File: config.mk
export PLATFORM = sky130hd
export DESIGN_NAME = sram_read_master
export DESIGN_NICKNAME = d
export VERILOG_FILES = /design/src/rtl/sram_pkg.sv /design/src/rtl/sram_wait_timer.sv /design/src/rtl/sram_read_master.sv
export SDC_FILE = /design/constraint.sdc
export NUM_CORES = 1
export LEC_CHECK = 0
export ABC_AREA = 1
export BUFFER_PORTS_ARGS = -buffer_cell sky130_fd_sc_hd__buf_4
export CAP_MARGIN = 40
export CELL_PAD_IN_SITES_DETAIL_PLACEMENT = 0
export CELL_PAD_IN_SITES_GLOBAL_PLACEMENT = 1
export CORE_MARGIN = 1.5
export CORE_UTILIZATION = 37
export CTS_BUF_LIST = sky130_fd_sc_hd__clkbuf_8
export DETAILED_ROUTE_END_ITERATION = 10
export PLACE_DENSITY_LB_ADDON = 0.1
export SYNTH_ARGS = -nofsm -noshare
export SYNTH_HDL_FRONTEND = slang
export SYNTH_SLANG_ARGS = --single-unit
File: constraint.sdc
create_clock -name clk -period 1.91 [get_ports clk]
set_input_delay 0.0955 -clock clk [delete_from_list [all_inputs] [get_ports clk]]
set_output_delay 0.0955 -clock clk [all_outputs]
set_load 0.01 [all_outputs]
File: src/rtl/sram_pkg.sv
// Shared definitions for the SRAM sampling read master: default bus widths,
// the read FSM state type and a small elaboration-time helper.
package sram_pkg;

    localparam int SRAM_ADDR_W = 15;
    localparam int SRAM_DATA_W = 8;

    typedef enum logic [2:0] {
        IDLE,
        SETUP,
        ACCESS,
        PRESENT,
        DONE
    } rd_state_t;

    function automatic int max_int(input int a, input int b);
        return (a > b) ? a : b;
    endfunction

endpackage

File: src/rtl/sram_wait_timer.sv
// Loadable down-counter used to time both the address setup and the strobe
// access phases; expired is high while the count sits at zero.
module sram_wait_timer #(
    parameter int WIDTH = 3
) (
    input  logic             clk,
    input  logic             rst,
    input  logic             load,
    input  logic [WIDTH-1:0] value,
    output logic             expired
);

    logic [WIDTH-1:0] count;

    always_ff @(posedge clk) begin
        if (rst) begin
            count <= '0;
        end else if (load) begin
            count <= value;
        end else if (count != '0) begin
            count <= count - 1'b1;
        end
    end

    assign expired = (count == '0);

endmodule

File: src/rtl/sram_read_master.sv
// Sweeps an inclusive (wrapping) address range over the SRAM sampling read bus
// and streams every (address, data) pair out on a valid/ready interface.
module sram_read_master
    import sram_pkg::*;
#(
    parameter int ADDR_W     = SRAM_ADDR_W,
    parameter int DATA_W     = SRAM_DATA_W,
    parameter int SETUP_CYC  = 1,
    parameter int ACCESS_CYC = 4
) (
    input  logic              clk,
    input  logic              rst,
    input  logic              start,
    input  logic              abort,
    input  logic [ADDR_W-1:0] start_addr,
    input  logic [ADDR_W-1:0] end_addr,
    output logic              busy,
    output logic              done,
    output logic [ADDR_W-1:0] sram_addr,
    output logic              sram_read,
    input  logic [DATA_W-1:0] sram_data,
    output logic              out_valid,
    input  logic              out_ready,
    output logic [ADDR_W-1:0] out_addr,
    output logic [DATA_W-1:0] out_data
);

    localparam int TW = $clog2(max_int(SETUP_CYC, ACCESS_CYC) + 1);
    // The timer expires at zero, so loading N-1 keeps a phase for N cycles.
    localparam logic [TW-1:0] SETUP_LOAD  = TW'(SETUP_CYC - 1);
    localparam logic [TW-1:0] ACCESS_LOAD = TW'(ACCESS_CYC - 1);

    rd_state_t         state;
    rd_state_t         state_next;
    logic [ADDR_W-1:0] cur;
    logic [ADDR_W-1:0] last;
    logic              timer_load;
    logic [TW-1:0]     timer_value;
    logic              timer_expired;
    logic              latch_range;
    logic              advance;
    logic              capture;

    sram_wait_timer #(
        .WIDTH(TW)
    ) u_timer (
        .clk    (clk),
        .rst    (rst),
        .load   (timer_load),
        .value  (timer_value),
        .expired(timer_expired)
    );

    always_ff @(posedge clk) begin
        if (rst) begin
            state <= IDLE;
        end else begin
            state <= state_next;
        end
    end

    always_comb begin
        state_next  = state;
        timer_load  = 1'b0;
        timer_value = SETUP_LOAD;
        latch_range = 1'b0;
        advance     = 1'b0;
        capture     = 1'b0;
        case (state)
            IDLE: begin
                if (start) begin
                    state_next  = SETUP;
                    timer_load  = 1'b1;
                    latch_range = 1'b1;
                end
            end
            SETUP: begin
                if (timer_expired) begin
                    state_next  = ACCESS;
                    timer_load  = 1'b1;
                    timer_value = ACCESS_LOAD;
                end
            end
            ACCESS: begin
                if (timer_expired) begin
                    state_next = PRESENT;
                    capture    = 1'b1;
                end
            end
            PRESENT: begin
                if (out_ready) begin
                    if (cur == last) begin
                        state_next = DONE;
                    end else begin
                        state_next = SETUP;
                        timer_load = 1'b1;
                        advance    = 1'b1;
                    end
                end
            end
            DONE: begin
                state_next = IDLE;
            end
            default: begin
                state_next = IDLE;
            end
        endcase
        // Abort wins over any handshake or sample in flight.
        if (abort && (state != IDLE)) begin
            state_next = IDLE;
            timer_load = 1'b0;
            advance    = 1'b0;
            capture    = 1'b0;
        end
    end

    always_ff @(posedge clk) begin
        if (rst) begin
            cur      <= '0;
            last     <= '0;
            out_addr <= '0;
            out_data <= '0;
        end else begin
            if (latch_range) begin
                cur  <= start_addr;
                last <= end_addr;
            end else if (advance) begin
                cur <= cur + 1'b1;
            end
            if (capture) begin
                out_addr <= cur;
                out_data <= sram_data;
            end
        end
    end

    // Strobe and stream flags come straight from the state register, so the
    // address (held in cur) can never move while the strobe is high.
    assign sram_addr = cur;
    assign busy      = (state != IDLE);
    assign sram_read = (state == ACCESS);
    assign out_valid = (state == PRESENT);
    assign done      = (state == DONE);

endmodule

# After elaboration in Yosys (flattened, before gate mapping)
# Cells that the tools add are included.
[totals]
ff_bits = 59
latch_bits = 0
ram_bits = 0
mem_bits_ro = 0
inputBits = 43
memories = 0
[classes]
add_sub_neg = 2
n_mul = 0
div_mod_pow = 0
magnitude_cmp = 0
eq_ne = 9
shifts = 0
n_mux = 23
bitwise = 0
reduce_logical = 9
[op_table]
columns = ["op", "n"]
rows = [
  ["15-bit 2-to-1 mux", 2],
  ["3-bit 2-to-1 mux", 7],
  ["15-bit by 1-bit adder with 15-bit output, second input constant", 1],
  ["15-bit == test", 1],
  ["3-bit one-hot mux with 4 select lines", 1],
  ["1-bit 2-to-1 mux", 10],
  ["3-bit by 2-bit == test with 1-bit output, second input constant", 2],
  ["3-bit zero test", 2],
  ["3-bit nonzero test", 2],
  ["2-bit 2-to-1 mux", 2],
  ["2-bit by 1-bit != test with 1-bit output, second input constant", 2],
  ["2-bit != test, second input constant", 2],
  ["4-bit AND reduction", 1],
  ["2-bit nonzero test", 2],
  ["3-bit by 1-bit == test with 1-bit output, second input constant", 1],
  ["3-bit == test, second input constant", 1],
  ["1-bit one-hot mux with 3 select lines", 1],
  ["3-bit by 1-bit subtractor with 3-bit output, second input constant", 1],
  ["2-bit OR reduction", 1],
  ["1-bit logical AND", 1],
]

# Longest topological paths before layout
# Gate-level depths: netlist of the first run.
[logic_depth]
depth_word = 7
depth_mapped = 14

# Cells and area by module
# A second synthesis of the first run with hierarchy kept.
[hier_totals]
cells_unflattened = 467
hier_area_um2 = 3081.7
[by_module_without_submodules]
columns = ["module", "instances", "cells_per_inst", "area_per_inst_um2", "seq_area_each_um2"]
rows = [
  ["sram_read_master", 1, 439, 2882.8, 1121.1],
  ["sram_wait_timer", 1, 28, 198.9, 60.1],
]

# Least setup slack after synthesis of the first run
# No wires, ideal clock.
[synth_path]
path_type = "reg-to-reg"
start = "reg u_timer.count[0]"
end = "reg out_addr[5]"
arrival_time_ns = 1.498
t_required_ns = 1.790
path_slack_ns = 0.292
stages_incl_launch_ff = 10
n_path_buf = 2
path_cell_list = "dfxtp_1 inv_1 ha_1 inv_1 nor2_2 inv_1 nor3_1 buf_2 buf_2 a21oi_1"
[synth_between]
elab_chain_cells = 4
[synth_lines]
columns = ["element", "line", "source"]
rows = [
  ["start, declared", "sram_wait_timer.sv:13", "logic [WIDTH-1:0] count;"],
  ["start signal, assigned", "sram_wait_timer.sv:19", "count <= value;"],
  ["start signal, assigned", "sram_wait_timer.sv:21", "count <= count - 1'b1;"],
  ["3-bit zero test", "sram_wait_timer.sv:25", "assign expired = (count == '0);"],
  ["1-bit 2-to-1 mux", "sram_read_master.sv:85", "if (timer_expired) begin"],
  ["1-bit 2-to-1 mux", "sram_read_master.sv:69", "case (state)"],
  ["1-bit 2-to-1 mux", "sram_read_master.sv:109", "if (abort && (state != IDLE)) begin"],
  ["end signal, assigned", "sram_read_master.sv:131", "out_addr <= cur;"],
  ["end, declared", "sram_read_master.sv:24", "output logic [ADDR_W-1:0] out_addr,"],
]
# Every way passes these cells.
# A chain may end at the register's enable or synchronous reset.

# Worst setup path after layout of the first run
[layout_path]
start = "reg u_timer.count[0]"
end = "reg state[2]"
[layout_between]
elab_chain_cells = 3
elab_cells_between_ends = 4
classes_between = "eq/ne: 2; reduce/logical: 2"
[layout_lines]
columns = ["element", "line", "source"]
rows = [
  ["3-bit zero test (*)", "sram_wait_timer.sv:25", ""],
  ["2-bit != test (no line) / 2-bit by 1-bit != test with 1-bit output (equally long branches)", "--", ""],
  ["4-bit AND reduction (no line) (*)", "--", ""],
  ["end signal, assigned", "sram_read_master.sv:58", "state <= state_next;"],
  ["end, declared", "sram_read_master.sv:33", "rd_state_t state;"],
]
# Every way passes the cells marked *; elsewhere a longest branch is shown, timed or not.

==> summary.md, run 1 <==
| Metric | Value |
|---|---|
| Outcome | complete, but fails checks |
| Failing checks | negative hold slack |
| Final setup viols | 0 |
| Final Hold Viols | 1 |
| GRT Util Overall | 20.93% |
| CTS tree | done |
| Most frequent CP cell | inv_1 |
| Leak Pwr | 0.001988 µW |
| Largest net degree at the start of global routing | 29 |
| Num CTS Buffers | 9 |
| DR pass1 iterations | 4 |
| Cell Area, Synth | 2957 µm² |
| Core Area | 7727 µm² |
| I/O Buffers | 84 |
| Fmax | 568.7 MHz |
| Mapped Avg Cell Area | 6.781 µm² |
| Post-Syn Nets | 482 |
| Worst-Skew Late Latency | 0.34 ns |
| Max Cap Violations | 0 |
| Clk pin slew, worst setup/hold paths | 0.07 ns |
| H-Tree Depth | 3 |
| Initial antenna violation count | 0 |
| Final wirelength | 8534 µm |
| R2R Setup Slk | 0.15 ns |
| Ports | 85 |
| Power per cell area | 1351 nW/µm² |
| CTS Buffer Depth | 2 |
| Hold wc startpoint | sram_data[3] |
| Synthesized flop and latch total | 59 |
| Clock power share | 25.3% |
| Most common cell in the netlist | nand2_1 |
| First-pass GRT wire length | 14020 µm |
| Antenna-violating nets left | 0 |
| Sink Count | 59 |
| Largest cells by area after synthesis | dfxtp_1 40%, nand2_1 13%, nor2_1 8.1% |
| CP Data Arrival Time | 1.98 ns |
| Nets | 584 |
| Hold WC Path Type | primary input to flip-flop |
| Root Driver | clkbuf_8 |
| CP Max Fanout | 5 |
| Die X | 92.39 µm |
| Post-synth top cells | 103 x nand2_1, 64 x nor2_1, 59 x dfxtp_1, 43 x o21ai_0, 38 x a21oi_1 |
| P_int | 3386 µW |
| Hold Path Stages | 3 |
| Clock Skews | 0.008635 ns |
| Critical Path Sink Type | flip-flop |
| Post-CTS Setup Repair Bufs | 0 |
| Post-synthesis sequential area ratio | 39.95% |
| Worst slew margin | 74.76% |
| Unique masters post-synth | 33 |
| Final Wtd Congestion | 0.8796 |
| Synth top area share | 39.95% |
| Detailed Route Iter0 Violations | 52 |
| Slew @ Worst Pin | 0.3781 ns |
| Ys Warns | 0 |
| CP startpoint kind | flip-flop |
| Critical R2R Launch | u_timer.count[0]$_SDFFE_PP0P_ |
| Net Sw Frac | 38.64% |
| Fraction of layout cells with a size suffix above 1 | 26.34% |
| Final min period | 1.758 ns |
| Worst slack, placed | 0.03034 ns |
| Post-Route Setup TNS | 0 ns |
| DIE HEIGHT | 92.39 µm |
| Initial Utilization | 38.26% |
| CP max stage cell | nor4b_1 |
| Net Switching | 2133 µW |
| Max-slew violation count | 0 |
| Via count | 3077 |
| Vias/cell | 4.771 |
| N_diodes | 0 |
| Worst-path cell chain | inv_1 > ha_1 > inv_1 > nor2_2 > buf_4 > nor2_1 > a21oi_1 > o221ai_1 > nor4b_1 |
| Hold EP | out_data[3]$_SDFFE_PP0P_ |
| DRC violations left | 0 |
| Peak supply drop | 0.0006005 V |
| Post-DP HPWL | 6301 µm |
| Worst path max stage delay | 0.34 ns |
| RSZ-0062 raised after global routing | no |
| Worst R2R End | state[2]$_SDFFE_PP0P_ |
| Prevailing post-synth register cell | dfxtp_1 |
| Worst hold slack | -0.0008686 ns |
| EDFF count, synth | 0 |
| Vias in the first global route | 2909 |
| Seq pwr share | 32.6% |
| Critical path class | flip-flop to flip-flop |
| CP required | 2.13 ns |
| Mapped Cells | 436 |
| Synth-to-Final Area Change | 38.21% |
| Row cnt | 32 |
| Ys async rst share | 0% |
| Final Cycle Share | 92.06% |
| Combinational power share | 42.1% |
| Worst Slack Setup Final | 0.1516 ns |
| Die ar. | 8536 µm² |
| Worst r2r path cells | 9 |
| Yosys top cell by area | dfxtp_1 |
| CP startpoint | u_timer.count[0]$_SDFFE_PP0P_ |
| WL/cell | 13.23 µm |
| GRT Residual Overflow | 0 |
-- through the flow --
step                      total power, µW  cells  cell area [µm²]  hold slack (ns)  util, %
after detailed placement             4130    622             3761           0.3258    48.67
after CTS                            5546    645             4073         0.002355    52.70
after global placement               4118    622             3761           0.3209    48.67
after floorplan                      3245    436             2957           0.2304        -
after global routing                 5941    645             4086          0.01921    52.88
final                                5519    645             4086       -0.0008686    52.88
-- final cells by class --
type | instances | area (µm²)
fill | 786 | 3641
multi-input combinational | 312 | 1505
sequential | 59 | 1190
timing repair buffer | 111 | 850.8
inverter | 45 | 171.4
clock buffer | 10 | 137.6
tap | 102 | 127.6
clock inverter | 6 | 103.9
-- flip-flops by register name, indices dropped and copies added (netlist names) --
register	flops
out_addr	15
out_data	8
last	15
state	3
u_timer.count	3
sram_addr	15
-- metal layers --
layer / vias up / routed length, µm / GRT usage (%)
met5: - / 0 / 0
met2: 81 / 3797 / 33.27
met4: 0 / 104 / 6.538
met1: 1376 / 4181 / 28.18
met3: 11 / 450 / 4.516
li1: 1609 / - / -
-- worst max path at each step --
stage,endpoint,slack [ns],depth (start not counted)
final,state[2]$_SDFFE_PP0P_,0.15,9
after global routing,sram_addr[8]$_SDFFE_PP0P_,0.00007,12
after CTS,sram_addr[14]$_SDFFE_PP0P_,0.01,11
after detailed placement,sram_addr[14]$_SDFFE_PP0P_,0.03,11
after global placement,sram_addr[12]$_SDFFE_PP0P_,0.12,11
after floorplan,out_addr[5]$_SDFFE_PP0P_,0.29,9
-- critical path, delay by kind of cell, from the launching register on --
| kind | cells | cell delay, ns |
|---|---|---|
| DFF | 1 | 0.30 |
| AOI/OAI and AO/OA | 2 | 0.41 |
| and+or+nand+nor | 3 | 0.47 |
| buffers and inverters | 3 | 0.29 |
| adders and majority gates | 1 | 0.17 |
-- cells in the final DEF, fill, tap and decap left out, types with 4 or more instances in the layout --
cell type / instances
a21oi_1: 38
dlygate4sd3_1: 7
nand2_1: 103
xor2_1: 4
nor2_2: 5
inv_1: 38
inv_2: 7
nor2_1: 63
clkbuf_8: 10
dfxtp_1: 56
o21ai_0: 43
nand3_1: 17
o21bai_1: 14
buf_4: 104
-- power groups by stage --
stage	Combinational, µW	Sequential [µW]	Clock, µW
2_1_floorplan	1400	1840	0
3_3_place_gp	2310	1810	0
3_5_place_dp	2320	1810	0
4_1_cts	2340	1790	1410
5_1_grt	2630	1840	1470
6_report	2330	1800	1390
-- repair_timing --
action | 4_1_cts | 5_1_grt
setup endpoints to repair | 0 | 9
resized for setup | 0 | 7
endpoints found under the hold margin | 7 | 0
hold buffers | 7 | 0
-- kinds of logic after synthesis --
| kind of cell | synth area share, % |
|---|---|
| buffers and inverters | 9.480 |
| and+or+nand+nor | 28.86 |
| adders and majority gates | 1.270 |
| AOI/OAI and AO/OA | 18.96 |
| DFF | 39.95 |
| xor gates and xnor gates | 1.481 |
Note: power is estimated with default switching activity, not from simulation.
==> run 2, diff against run 1 <==
--- a/config.mk
+++ b/config.mk
@@ -11,7 +11,7 @@
 export CELL_PAD_IN_SITES_DETAIL_PLACEMENT = 0
 export CELL_PAD_IN_SITES_GLOBAL_PLACEMENT = 1
 export CORE_MARGIN = 1.5
-export CORE_UTILIZATION = 37
+export CORE_UTILIZATION = 30
 export CTS_BUF_LIST = sky130_fd_sc_hd__clkbuf_8
 export DETAILED_ROUTE_END_ITERATION = 10
 export PLACE_DENSITY_LB_ADDON = 0.1
==> run 2 against run 1 <==
  * Setup slack better by 0.040 ns
  * Critical path type unchanged
  * Global-route usage down 3.5 points
  * The flow now finishes without violations
  * Highest routed layer unchanged
  * Largest cell class unchanged
  * Core utilization down 11 points
  * Maximum frequency up 2.3%
  * Total power down 6.1%
  * Sequential cell count unchanged
  * Cell area up 0.21%
==> summary.md, run 2 (synthesis gave the netlist of run 1 again) <==
| Metric | Value |
|---|---|
| Outcome | finished, final reports clean (was complete, but fails checks) |
| Worst slew margin | 71.05% (was 74.76%) |
| DIE HEIGHT | 102.3 µm (was 92.39 µm) |
| Final min period | 1.719 ns (was 1.758 ns) |
| WL/cell | 13.00 µm (was 13.23 µm) |
| Final Cycle Share | 89.99% (was 92.06%) |
| Detailed Route Iter0 Violations | 83 (was 52) |
| Die X | 102.3 µm (was 92.39 µm) |
| CP Max Fanout | 7 (was 5) |
| M1 wire length | 4079 µm (was 4181 µm) |
| Commonest cells after routing, fill and taps aside | 103 x nand2_1, 102 x buf_4, 63 x nor2_1, 57 x dfxtp_1, 42 x o21ai_0 (was 104 x buf_4, 103 x nand2_1, 63 x nor2_1, 56 x dfxtp_1, 43 x o21ai_0) |
| Fmax | 581.8 MHz (was 568.7 MHz) |
| CP required | 2.14 ns (was 2.13 ns) |
| Clock Skews | 0.01115 ns (was 0.008635 ns) |
| DRC violations left | 0 (unchanged) |
| P_int | 2972 µW (was 3386 µW) |
| H-Tree Depth | 3 (unchanged) |
| Post-DP HPWL | 6442 µm (was 6301 µm) |
| Critical R2R Launch | sram_addr[0]$_SDFFE_PP0P_ (was u_timer.count[0]$_SDFFE_PP0P_) |
| Worst-Skew Late Latency | 0.34 ns (about the same) |
| Critical path class | flip-flop to flip-flop (unchanged) |
| RSZ-0062 raised after global routing | yes (was no) |
| Worst R2R End | sram_addr[12]$_SDFFE_PP0P_ (was state[2]$_SDFFE_PP0P_) |
| Max-slew violation count | 0 (unchanged) |
| Initial Utilization | 30.53% (was 38.26%) |
| Clk pin slew, worst setup/hold paths | 0.08 ns (was 0.07 ns) |
| Vias in the first global route | 2787 (was 2909) |
| CTS tree | done (unchanged) |
| Leak Pwr | 0.001940 µW (was 0.001988 µW) |
| Largest net degree at the start of global routing | 26 (was 29) |
| DR pass1 iterations | 5 (was 4) |
| Peak supply drop | 0.0003990 V (was 0.0006005 V) |
| Net Switching | 2208 µW (was 2133 µW) |
| CTS Buffer Depth | 2 (unchanged) |
| Final setup viols | 0 (unchanged) |
| Met3 routed WL | 385 µm (was 450 µm) |
| Clock power share | 20.1% (was 25.3%) |
| Max Cap Violations | 0 (unchanged) |
| Critical Path Sink Type | flip-flop (unchanged) |
| First-pass GRT wire length | 13900 µm (was 14020 µm) |
| Initial antenna violation count | 0 (unchanged) |
| Fraction of layout cells with a size suffix above 1 | 26.29% (was 26.34%) |
| Storage element area | 1189 µm² (was 1190 µm²) |
| Antenna-violating nets left | 0 (unchanged) |
| GRT Residual Overflow | 0 (unchanged) |
| Root Driver | clkbuf_8 (unchanged) |
| Ports | 85 (unchanged) |
| R2R Setup Slk | 0.19 ns (was 0.15 ns) |
| Nets | 585 (was 584) |
| CP startpoint kind | flip-flop (unchanged) |
| Hold WC Path Type | primary input to flip-flop (unchanged) |
| CP Data Arrival Time | 1.95 ns (was 1.98 ns) |
| Combinational power share | 45.3% (was 42.1%) |
| Final wirelength | 8800 µm (was 8534 µm) |
| Row cnt | 36 (was 32) |
| Most common cell after layout, fill and taps aside | nand2_1 (was buf_4) |
| Num CTS Buffers | 9 (unchanged) |
| Net Sw Frac | 42.62% (was 38.64%) |
| Via count | 3053 (was 3077) |
| Worst slack, placed | -0.05559 ns (was 0.03034 ns) |
| Worst Slack Setup Final | 0.1913 ns (was 0.1516 ns) |
| Power per cell area | 1265 nW/µm² (was 1351 nW/µm²) |
| Crit path to | sram_addr[12]$_SDFFE_PP0P_ (was state[2]$_SDFFE_PP0P_) |
| Synth-to-Final Area Change | 38.51% (was 38.21%) |
| Final Hold Viols | 0 (was 1) |
| CP startpoint | sram_addr[0]$_SDFFE_PP0P_ (was u_timer.count[0]$_SDFFE_PP0P_) |
| Vias/cell | 4.510 (was 4.771) |
| Seq pwr share | 34.5% (was 32.6%) |
| Post-CTS Setup Repair Bufs | 0 (unchanged) |
| Core Util, Final | 42.29% (was 52.88%) |
| N_diodes | 0 (unchanged) |
| Die ar. | 10460 µm² (was 8536 µm²) |
| Sink Count | 59 (unchanged) |
| GRT Util Overall | 17.40% (was 20.93%) |
| Worst r2r path cells | 10 (was 9) |
| I/O Buffers | 84 (unchanged) |
| Fill cell count | 1054 (was 786) |
| Area of the multi-input gates | 1514 µm² (was 1505 µm²) |
| Slew @ Worst Pin | 0.4335 ns (was 0.3781 ns) |
| Metal2 WL | 4228 µm (was 3797 µm) |
| Core Area | 9684 µm² (was 7727 µm²) |
| Final Wtd Congestion | 0.8092 (was 0.8796) |
| Uppermost layer routed | met4 (unchanged) |
## run 2: cell types whose count changed in the layout (fill, tap and decap cells not counted), sizes merged
cell,delta
inv,-1
buf,-1
dlygate4sd3,+2
bufinv,-3
clkbuf,-1
clkinvlp,+5
## run 2: what timing repair did
item / in CTS / in global routing
hold endpoints to repair: 9 / 0
hold buffers: 9 / 0
resized for setup: 2 / 7
gates cloned: 0 / 0
setup endpoints to repair: 2 / 14
## run 2: per-stage QoR
step / area, µm² / instances / hold WS [ns] / total power, µW / TNS (ns)
floorplan: 2957 / 436 / 0.2304 / 3245 / 0
global placement: 3805 / 652 / 0.3210 / 4155 / -0.09944
detailed placement: 3805 / 652 / 0.3311 / 4154 / -0.1110
CTS: 4076 / 677 / 0.008207 / 5241 / 0
global route: 4095 / 677 / 0.02811 / 5644 / -0.01176
finish: 4095 / 677 / 0.02649 / 5180 / 0
## run 2: power groups by stage
stage               sequential (µW)  clock [µW]  combinational (µW)
global route                   1840        1120                2690
detailed placement             1810           0                2340
global placement               1810           0                2340
finish                         1790        1040                2350
CTS                            1790        1080                2370
floorplan                      1840           0                1400
## run 2: routing by layer
layer  vias up  global-route usage (%)
li1       1609                       -
met1      1368                   23.08
met2        67                   28.27
met3         9                   3.694
met4         0                   5.479
met5         -                       0
## run 2: area by class of cell
type,instances,share of cell area (%)
Multi-Input combinational cell,312,36.97
Sequential cell,59,29.03
Timing Repair Buffer,112,21.39
Inverter,45,4.186
Tap cell,133,4.064
Clock buffer,9,3.025
Clock inverter,7,1.344
## run 2: how the worst min path moves through the flow
stage                 startpoint                       end  slack (ns)  cells past startpoint
floorplan           sram_data[0]  out_data[0]$_SDFFE_PP0P_        0.23                      2
global placement    sram_data[0]  out_data[0]$_SDFFE_PP0P_        0.32                      3
detailed placement  sram_data[7]  out_data[7]$_SDFFE_PP0P_        0.33                      3
CTS                  end_addr[3]      last[3]$_SDFFE_PP0P_       0.008                      3
global route         end_addr[1]      last[1]$_SDFFE_PP0P_        0.03                      3
finish               end_addr[1]      last[1]$_SDFFE_PP0P_        0.03                      3
## run 2: worst max-delay path, cell delays in order (launching register included)
cell,delay [ns]
dfxtp_4,0.40
ha_2,0.20
nand3_1,0.14
nor2_2,0.14
nand2_1,0.12
inv_2,0.11
nand2_1,0.09
o211ai_1,0.17
nand2_1,0.08
nor2_1,0.11
nor2_1,0.05
